### src/rtl/arch_defs_pkg.sv
// Shared constants and FSM encoding for the JSR/RET call-stack sequencer.
package arch_defs_pkg;

  localparam logic [7:0] STACK_PAGE = 8'h01;
  localparam logic [7:0] SP_RESET   = 8'hFF;

  typedef enum logic [2:0] {
    StIdle,
    StPushHi,
    StPushLo,
    StPopLo,
    StPopHi,
    StPopWait,
    StDone
  } stack_state_t;

endpackage

### src/rtl/stack_pointer.sv
// Descending stack pointer: modulo-2^WIDTH register with increment/decrement enables.
module stack_pointer #(
  parameter int unsigned      WIDTH     = 8,
  parameter logic [WIDTH-1:0] RESET_VAL = arch_defs_pkg::SP_RESET
) (
  input  logic             clk,
  input  logic             reset,
  input  logic             inc,
  input  logic             dec,
  output logic [WIDTH-1:0] sp,
  output logic [WIDTH-1:0] sp_plus1,
  output logic             wrap_up,
  output logic             wrap_dn
);

  logic [WIDTH-1:0] sp_q;

  assign sp       = sp_q;
  assign sp_plus1 = sp_q + WIDTH'(1);
  assign wrap_up  = inc & (sp_q == '1);
  assign wrap_dn  = dec & (sp_q == '0);

  always_ff @(posedge clk or posedge reset) begin
    if (reset) begin
      sp_q <= RESET_VAL;
    end else if (inc) begin
      sp_q <= sp_plus1;
    end else if (dec) begin
      sp_q <= sp_q - WIDTH'(1);
    end
  end

endmodule

### src/rtl/call_stack_seq.sv
// Memory side of JSR/RET: pushes a return address as two bytes onto a descending
// RAM stack page, or pops it back and presents it for the PC load.
module call_stack_seq #(
  parameter int unsigned           DATA_WIDTH = 8,
  parameter int unsigned           ADDR_WIDTH = 16,
  parameter logic [DATA_WIDTH-1:0] STACK_PAGE = arch_defs_pkg::STACK_PAGE,
  parameter logic [DATA_WIDTH-1:0] SP_RESET   = arch_defs_pkg::SP_RESET
) (
  input  logic                  clk,
  input  logic                  reset,
  input  logic                  op_jsr_i,
  input  logic                  op_ret_i,
  input  logic [ADDR_WIDTH-1:0] pc_i,
  output logic                  busy_o,
  output logic                  done_o,
  output logic [ADDR_WIDTH-1:0] ret_addr_o,
  output logic [ADDR_WIDTH-1:0] mem_addr_o,
  output logic [DATA_WIDTH-1:0] mem_wdata_o,
  output logic                  mem_we_o,
  output logic                  mem_re_o,
  input  logic [DATA_WIDTH-1:0] mem_rdata_i,
  output logic [DATA_WIDTH-1:0] sp_o,
  output logic                  ovf_o,
  output logic                  unf_o
);

  import arch_defs_pkg::*;

  stack_state_t          state_q;
  logic [ADDR_WIDTH-1:0] pc_q;
  logic [ADDR_WIDTH-1:0] ret_q;
  logic [DATA_WIDTH-1:0] lo_q;
  logic                  we_q, re_q, busy_q, done_q, ovf_q, unf_q;

  logic                  sp_inc, sp_dec, wrap_up, wrap_dn;
  logic [DATA_WIDTH-1:0] sp, sp_plus1;

  assign sp_dec = (state_q == StPushHi) || (state_q == StPushLo);
  assign sp_inc = (state_q == StPopLo) || (state_q == StPopHi);

  stack_pointer #(
    .WIDTH     (DATA_WIDTH),
    .RESET_VAL (SP_RESET)
  ) u_sp (
    .clk      (clk),
    .reset    (reset),
    .inc      (sp_inc),
    .dec      (sp_dec),
    .sp       (sp),
    .sp_plus1 (sp_plus1),
    .wrap_up  (wrap_up),
    .wrap_dn  (wrap_dn)
  );

  // Strobes and status are registered alongside the state they belong to.
  always_ff @(posedge clk or posedge reset) begin
    if (reset) begin
      state_q <= StIdle;
      pc_q    <= '0;
      ret_q   <= '0;
      lo_q    <= '0;
      we_q    <= 1'b0;
      re_q    <= 1'b0;
      busy_q  <= 1'b0;
      done_q  <= 1'b0;
      ovf_q   <= 1'b0;
      unf_q   <= 1'b0;
    end else begin
      ovf_q  <= ovf_q | wrap_dn;
      unf_q  <= unf_q | wrap_up;
      we_q   <= 1'b0;
      re_q   <= 1'b0;
      busy_q <= 1'b1;
      done_q <= 1'b0;
      unique case (state_q)
        StIdle: begin
          busy_q <= 1'b0;
          if (op_jsr_i) begin
            pc_q    <= pc_i;
            we_q    <= 1'b1;
            busy_q  <= 1'b1;
            state_q <= StPushHi;
          end else if (op_ret_i) begin
            re_q    <= 1'b1;
            busy_q  <= 1'b1;
            state_q <= StPopLo;
          end
        end
        StPushHi: begin
          we_q    <= 1'b1;
          state_q <= StPushLo;
        end
        StPushLo: begin
          done_q  <= 1'b1;
          state_q <= StDone;
        end
        StPopLo: begin
          re_q    <= 1'b1;
          state_q <= StPopHi;
        end
        StPopHi: begin
          lo_q    <= mem_rdata_i;
          state_q <= StPopWait;
        end
        StPopWait: begin
          ret_q   <= {mem_rdata_i, lo_q};
          done_q  <= 1'b1;
          state_q <= StDone;
        end
        StDone: begin
          busy_q  <= 1'b0;
          state_q <= StIdle;
        end
        default: begin
          busy_q  <= 1'b0;
          state_q <= StIdle;
        end
      endcase
    end
  end

  // Pops address the slot above SP; pushes address SP itself.
  always_comb begin
    mem_addr_o  = {STACK_PAGE, sp};
    mem_wdata_o = '0;
    case (state_q)
      StPushHi:         mem_wdata_o = pc_q[ADDR_WIDTH-1:DATA_WIDTH];
      StPushLo:         mem_wdata_o = pc_q[DATA_WIDTH-1:0];
      StPopLo, StPopHi: mem_addr_o  = {STACK_PAGE, sp_plus1};
      default:          ;
    endcase
  end

  assign busy_o     = busy_q;
  assign done_o     = done_q;
  assign ret_addr_o = ret_q;
  assign mem_we_o   = we_q;
  assign mem_re_o   = re_q;
  assign sp_o       = sp;
  assign ovf_o      = ovf_q;
  assign unf_o      = unf_q;

endmodule

### config.mk
export PLATFORM = sky130hd
export DESIGN_NAME = call_stack_seq
export DESIGN_NICKNAME = d
export VERILOG_FILES = /design/src/rtl/arch_defs_pkg.sv /design/src/rtl/stack_pointer.sv /design/src/rtl/call_stack_seq.sv
export SDC_FILE = /design/constraint.sdc
export NUM_CORES = 1
export LEC_CHECK = 0
export CAP_MARGIN = 10
export CORE_MARGIN = 1
export CORE_UTILIZATION = 35
export DETAILED_ROUTE_END_ITERATION = 8
export PLACE_DENSITY = 0.58
export REMOVE_ABC_BUFFERS = 1
export SLEW_MARGIN = 10
export SYNTH_ARGS = -nofsm -noshare
export SYNTH_HDL_FRONTEND = slang
export SYNTH_HIERARCHICAL = 1
export SYNTH_SLANG_ARGS = --single-unit
### constraint.sdc
create_clock -name clk -period 2.65 [get_ports clk]
set_clock_uncertainty 0.15 [all_clocks]
set_input_delay 0.265 -clock clk [delete_from_list [all_inputs] [get_ports clk]]
set_output_delay 0.265 -clock clk [all_outputs]
set_load 0.05 [all_outputs]
# Word-level counts from Yosys, hierarchy flattened
# Cells that the tools add are included.
op_classes:
  n_bitwise: 4
  n_eq_ne: 7
  reduce_logical: 9
  muxes: 15
  add_sub_neg: 2
ops:
  columns: ["operator", "n"]
  rows:
  - ["$mux W8", 3]
  - ["$pmux W8 S2", 1]
  - ["$pmux W3 S5", 1]
  - ["$add A8 B1 Y8 const B", 1]
  - ["$eq A8 B8 Y1 const B", 1]
  - ["$logic_not A8 Y1", 1]
  - ["$sub A8 B1 Y8 const B", 1]
  - ["$eq A3 B2 Y1 const B", 2]
  - ["$eq A3 B3 Y1 const B", 2]
  - ["$mux W3", 2]
  - ["$pmux W1 S2", 3]
  - ["$mux W1", 5]
  - ["$reduce_or A5 Y1", 1]
  - ["$reduce_or A2 Y1", 2]
  - ["$eq A3 B1 Y1 const B", 1]
  - ["$logic_not A3 Y1", 1]
  - ["$ne A3 B3 Y1 const B", 1]
  - ["$and A1 B1 Y1", 2]
  - ["$logic_or A1 B1 Y1", 2]
  - ["$or A1 B1 Y1", 2]
  - ["$reduce_and A2 Y1", 1]
  - ["$reduce_bool A2 Y1", 1]
totals:
  output_inout_bits: 54
  word_cells: 48
  register_bits: 57
  input_bits: 28

# Depth between registers and ports, before layout
# Gate-level depths: netlist of run 1.
depth:
  ltp_word: 4
  ltp_mapped: 10
  ltp_nobuf: 6

# Modules after synthesis
# The synthesis of run 1 kept the hierarchy.
by_module_without_submodules:
  columns: ["module", "n_inst", "seq_area_each_um2", "area_each_um2", "cells_per_inst"]
  rows:
  - ["call_stack_seq", 1, 1226.2, 2334.7, 189]
  - ["stack_pointer", 1, 210.2, 628.1, 68]

# Worst setup path after synthesis of run 1
# No wires, ideal clock.
synth_timing:
  path_kind: "reg-to-output"
  from: "reg u_sp.sp_q[2] (netlist: u_sp/sp[2])"
  to: "out mem_addr_o[5]"
  t_required_ps: 2235
  stages_incl_launch_ff: 8
  arrival_time_ps: 2131
  n_path_buf: 1
  slack_ps: 104
  cell_sequence: "dfstp_2 > buf_2 > and3_1 > nand3_1 > xnor2_1 > nor3b_1 > o21ai_0 > o221a_1"
synth_via:
  elab_chain_cells: 2
synth_rtl:
  columns: ["element", "line", "rtl"]
  rows:
  - ["start, declared", "stack_pointer.sv:16", "logic [WIDTH-1:0] sp_q;"]
  - ["start signal, assigned", "stack_pointer.sv:27", "sp_q <= sp_plus1;"]
  - ["start signal, assigned", "stack_pointer.sv:29", "sp_q <= sp_q - WIDTH'(1);"]
  - ["$add A8 B1 Y8", "stack_pointer.sv:19", "assign sp_plus1 = sp_q + WIDTH'(1);"]
  - ["named net sp_plus1[5]", "call_stack_seq.sv:36", "logic [DATA_WIDTH-1:0] sp, sp_plus1;"]
  - ["$mux W8", "call_stack_seq.sv:126", "case (state_q)"]
  - ["end, declared", "call_stack_seq.sv:17", "output logic [ADDR_WIDTH-1:0] mem_addr_o,"]
# The timed path passes the listed nets, and every way through them passes these cells.

# Final worst setup path of run 1
layout_timing:
  from: "reg u_sp.sp_q[1] (netlist: u_sp/sp[1])"
  to: "out mem_addr_o[4]"
# Same word-level chain as after synthesis.

==> results_dict.tcl, run 1 <==
set metrics [dict create \
    syn-cell-area_sq_um 2960 \
    regArea_sq_um 1440 \
    instances_no_fill 450 \
    antenna_found_initial 0 \
    synth_top_family_by_area "multiplexers" \
    crit_required_ns 2.24 \
    cpPeakStageDelay_ns 0.60 \
    cts_tree "done" \
    ant_nets 0 \
    drt_pass1_iterations 4 \
    grtUsageTotal_pct 15.9 \
    grt_pass1_vias 2201 \
    routedWlPerCell_um 14.6 \
    path_max_fanout 8 \
    hold_class "input port to asynchronous set/reset pin" \
    nFillCells 763 \
    synth_top_area_share_pct 41.4 \
    setup_violations 0 \
    synth_cells 257 \
    synth.distinct_cells 45 \
    maxCapViolCount 0 \
    post-route-period-util_pct 95.4 \
    synth-xor-area-share_pct 3.84 \
    via_per_inst 4.93 \
    detailed_place_hpwl_mm 4.46 \
    synthMostInstantiatedCell "dfrtp_1" \
    cts_max_level 3 \
    seq_area_frac_synth_pct 48.5 \
    synthAdderAreaFrac_pct 1.27 \
    overflow 0 \
    layout.nets 371 \
    slew_headroom_pct 65.1 \
    die-width_um 94.0 \
    clockBufferDepth 2 \
    core_sq_um 8220 \
    multi_input_area_sq_um 1360 \
    crit_arrival_ns 2.11 \
    yosys-top-cells-count "dfrtp_1, mux2_2, nor2_1" \
    clk_pin_slew_ns 0.07 \
    crit_family "flip-flops" \
    synth_compound_area_share_pct 9.59 \
    post_dp_cell_area_sq_um 3830 \
    final-hold-violation-count 0 \
    worst_slack_ns 0.122 \
    cp_slowest_cell "dfstp_2" \
    muxShareOfSynthArea_pct 15.7 \
    critPathLaunchType "flop" \
    drc 0 \
    wl_mm 6.56 \
    die_area_sq_um 8840 \
    syn_to_final_growth_pct 38.4 \
    cts_sinks 57 \
    place_ws_ns 0.340 \
    synth-main-ff-cell "dfrtp_1" \
    root_buffer "clkbuf_8" \
    drv_slew 0 \
    synthTopCellsByArea "dfrtp_1, mux2_2, dfstp_2" \
    postCtsHoldBufs 0 \
    antenna_cells 0 \
    status "completed" \
    first_iter_violations 67 \
    place_congestion 0.831 \
    chipHeight_um 94.0 \
    synth.avg_cell_area_sq_um 11.5 \
    ys_ff_latch 57 \
    row_count 33 \
    io_pins 82 \
    final_area_sq_um 4100 \
    initial_utilization_pct 36.1 \
    grt_max_degree 30 \
    grt_pass1_wl_mm 10.7 \
    via_count 2219 \
    synth_edf_count 0 \
    layout-drive-gt1-share_pct 29.6 \
    max_freq_mhz 396 \
    path_cells "ha_2 -> nand3_1 -> xnor2_2 -> nor3b_1 -> o21ai_0 -> o221a_1 -> buf_4" \
    async_flop_share_pct 100 \
    placed_cells 426 \
    port_buffers 73 \
    fin_crit_ns 2.53 \
    end_kind "output pin" \
    yosys.area_share.simple_pct 13.9 \
    path_buf_inv 1 \
    final_util_pct 49.9 \
    worstSetupPathType "flop to output pin" \
    yosys.area.top_type "dfrtp_1" \
    cts-buffers-inserted 9 \
    ys_warn_count 6 \
    worst_pin_slew_ns 0.522 \
    clk_latency_ns 0.33 \
]
-- cell type report --
cell class,count,share of cell area (%)
Inverter,6,0.610
Clock inverter,6,1.40
Tap cell,105,3.20
Timing Repair Buffer,93,23.3
Clock buffer,10,3.36
Multi-Input combinational cell,173,33.1
Sequential cell,57,35.0
-- sequential cells by signal, indices dropped and copies added, names as in the netlist --
| name | flops |
|---|---|
| busy_o | 1 |
| done_o | 1 |
| lo_q | 8 |
| mem_re_o | 1 |
| mem_we_o | 1 |
| ovf_o | 1 |
| pc_q | 16 |
| ret_addr_o | 16 |
| state_q | 3 |
| u_sp/sp | 8 |
| unf_o | 1 |
-- timing repair --
action / 4_1_cts / 5_1_grt
setup endpoints to repair: 1 / 5
pin swaps: 0 / 0
cloned: 0 / 0
gates resized for setup: 0 / 3
buffers inserted: 3 / 5
-- final timing paths --
path	end	cells after the start	slack, ns	startpoint
max	mem_addr_o[4]	7	0.12	u_sp/sp[1]$_DFFE_PP1P_
min	busy_o$_DFF_PP0_	2	0.17	reset
max reg2reg	u_sp/sp[3]$_DFFE_PP1P_	6	0.65	state_q[0]$_DFFE_PP0P_
min reg2reg	unf_o$_DFF_PP0_	1	0.32	unf_o$_DFF_PP0_
max in group asynchronous	pc_q[5]$_DFFE_PP0P_	3	1.66	reset
min in group clk	unf_o$_DFF_PP0_	1	0.32	unf_o$_DFF_PP0_
-- cells by family (layout without fill, tap and decap cells) --
| group | count (synthesis) | in the layout |
|---|---|---|
| AO/OA/AOI/OAI | 38 | 38 |
| buffers and inverters | 33 | 115 |
| flip-flops | 57 | 57 |
| AND/OR/NAND/NOR | 70 | 70 |
| adder cells (fa/ha/maj) | 3 | 3 |
| other | 2 | 8 |
| XOR/XNOR | 13 | 13 |
| multiplexers | 41 | 41 |
-- cells in the final DEF (no fill, tap or decap), types with 2 or more instances in the layout --
master,count
a22oi_1,11
and3_1,2
and4_1,2
buf_12,9
buf_4,27
clkbuf_8,10
clkdlybuf4s50_1,57
clkinv_2,4
conb_1,8
dfrtp_1,49
dfstp_2,8
ha_1,2
inv_1,4
mux2_1,10
mux2_2,29
nand2_1,9
nand3_1,3
nand3b_1,4
nand4_1,3
nor2_1,18
nor2b_1,4
nor3_1,7
nor3b_1,8
o21ai_0,12
o221a_1,8
or2_2,2
xnor2_1,6
xnor2_2,2
xor2_1,5
-- per-stage QoR --
stage / hold WS (ns) / TNS [ns]
floorplan: 0.158 / 0
global placement: 0.303 / 0
detailed placement: 0.313 / 0
finish: 0.167 / 0
CTS: 0.176 / 0
global route: 0.203 / -0.000217
-- routing by layer --
| layer | vias to the layer above | track usage [%] | wire length (um) |
|---|---|---|---|
| li1 | 1070 | - | - |
| met1 | 1081 | 19.8 | 2990 |
| met2 | 58 | 25.1 | 3090 |
| met3 | 10 | 6.39 | 413 |
| met4 | 0 | 5.26 | 72 |
| met5 | - | 0 | 0 |
Power of run 1 is not shown: default switching activity piles up to over one toggle a cycle in this logic, so the estimate is an artifact.
==> inputs of run 2 (changes only) <==
clock period = 2.7 ns   (was 2.65 ns; I/O delays follow)
==> run 2 against run 1 <==
Effect of this change:
- worst hold slack got worse by 0.071 ns
- critical path depth unchanged
- core utilization rose by 0.27 points
- register-to-register slack better by 0.06 ns
- sequential share of layout area down 0.19 points
- setup slack improved by 0.032 ns
- largest cell class unchanged
==> results_dict.tcl, run 2 (synthesis results as in run 1) <==
set metrics [dict create \
    status "completed" \
    drc 0 \
    core_sq_um 8220 \
    ant_nets 0 \
    place_congestion 0.822 \
    layout.nets 368 \
    die-width_um 94.0 \
    path_max_fanout 11 \
    via_per_inst 4.94 \
    crit_arrival_ns 2.13 \
    post_dp_cell_area_sq_um 3810 \
    detailed_place_hpwl_mm 4.62 \
    die_area_sq_um 8840 \
    hold_class "input port to asynchronous set/reset pin" \
    critPathLaunchType "flop" \
    clockBufferDepth 2 \
    slew_headroom_pct 65.4 \
    mostFrequentLayoutCells "clkdlybuf4s50_1, dfrtp_1, mux2_2" \
    post-route-period-util_pct 94.3 \
    clk_pin_slew_ns 0.07 \
    layout-drive-gt1-share_pct 28.9 \
    grt_max_degree 25 \
    grt_pass1_wl_mm 10.6 \
    cpPeakStageDelay_ns 0.63 \
    row_count 33 \
    port_buffers 73 \
    fin_crit_ns 2.55 \
    cts_sinks 57 \
    r2r_slack_ns 0.71 \
    initial_utilization_pct 36.1 \
    syn_to_final_growth_pct 39.1 \
    grt_pass1_vias 2094 \
    root_buffer "clkbuf_8" \
    cts-buffers-inserted 9 \
    max_freq_mhz 393 \
    layout_commonest_cell "clkdlybuf4s50_1" \
    postCtsHoldBufs 0 \
    antenna_found_initial 0 \
    path_cells "ha_2 -> nand3_1 -> xnor2_1 -> nor3b_1 -> o21ai_0 -> o221a_1 -> buf_4" \
    r2r-start "state_q[0]$_DFFE_PP0P_" \
    cp_slowest_cell "dfstp_2" \
    via_count 2210 \
    finalSetupTns_ns 0 \
    chipHeight_um 94.0 \
    nFillCells 761 \
    overflow 0 \
    worstSetupPathType "flop to output pin" \
    routedWlPerCell_um 15.1 \
    r2r_cells 5 \
    drt_pass1_iterations 4 \
    cts_tree "done" \
    final_util_pct 50.2 \
    first_iter_violations 52 \
    cts_max_level 3 \
    final_area_sq_um 4120 \
    setup_violations 0 \
    drv_slew 0 \
    grtUsageTotal_pct 16.2 \
    maxCapViolCount 0 \
    clk_latency_ns 0.33 \
    crit_required_ns 2.28 \
    final-hold-violation-count 0 \
    wl_mm 6.76 \
    io_pins 82 \
    worst_pin_slew_ns 0.518 \
    reg2reg_to "u_sp/sp[7]$_DFFE_PP1P_" \
    end_kind "output pin" \
    antenna_cells 0 \
    grt_setup_unrepaired "false" \
]
run 2: area by class of cell:
type	count	area [sq um]	share of cell area, %
clock buffer	11	141	3.43
inverter	6	25.0	0.607
clock inverter	5	103	2.49
sequential	57	1440	34.8
timing repair buffer	90	922	22.4
multi-input combinational	173	1360	33.1
tap	105	131	3.19
run 2: per-stage QoR:
stage	std cells	hold slack, ns	setup slack [ns]
floorplan	236	0.163	0.152
global placement	425	0.306	0.389
detailed placement	425	0.311	0.339
CTS	445	0.0870	0.0306
global route	447	0.115	0.0214
finish	447	0.0960	0.154
run 2: routing by layer:
metal | wire [um] | track usage, %
met5 | 0 | 0
met4 | 55 | 7.82
met3 | 310 | 4.69
met2 | 3220 | 24.1
met1 | 3170 | 21.5
run 2: critical path: cells and delay by family, from the launching register on:
| kind | cells | cell delay (ns) |
|---|---|---|
| AND/OR/NAND/NOR | 2 | 0.17 |
| adder cells (fa/ha/maj) | 1 | 0.26 |
| AO/OA/AOI/OAI | 2 | 0.33 |
| flip-flops | 1 | 0.63 |
| XOR/XNOR | 1 | 0.20 |
| buffers and inverters | 1 | 0.20 |
run 2: what timing repair did:
| action | CTS | global route |
|---|---|---|
| endpoints found under the hold margin | 0 | 0 |
| resized for setup | 0 | 6 |
| pin swaps | 0 | 0 |
| endpoints found under the setup margin | 1 | 4 |
| setup buffers | 4 | 2 |
run 2: worst max path at each step:
stage | startpoint | end | slack [ns]
detailed placement | u_sp/sp[3]$_DFFE_PP1P_ | mem_addr_o[7] | 0.34
CTS | u_sp/sp[5]$_DFFE_PP1P_ | mem_addr_o[7] | 0.03
global route | u_sp/sp[1]$_DFFE_PP1P_ | mem_addr_o[5] | 0.02
global placement | u_sp/sp[3]$_DFFE_PP1P_ | mem_addr_o[7] | 0.39
floorplan | u_sp/sp[3]$_DFFE_PP1P_ | mem_addr_o[7] | 0.15
finish | u_sp/sp[1]$_DFFE_PP1P_ | mem_addr_o[4] | 0.15
Power of run 2 is left out for the same reason.
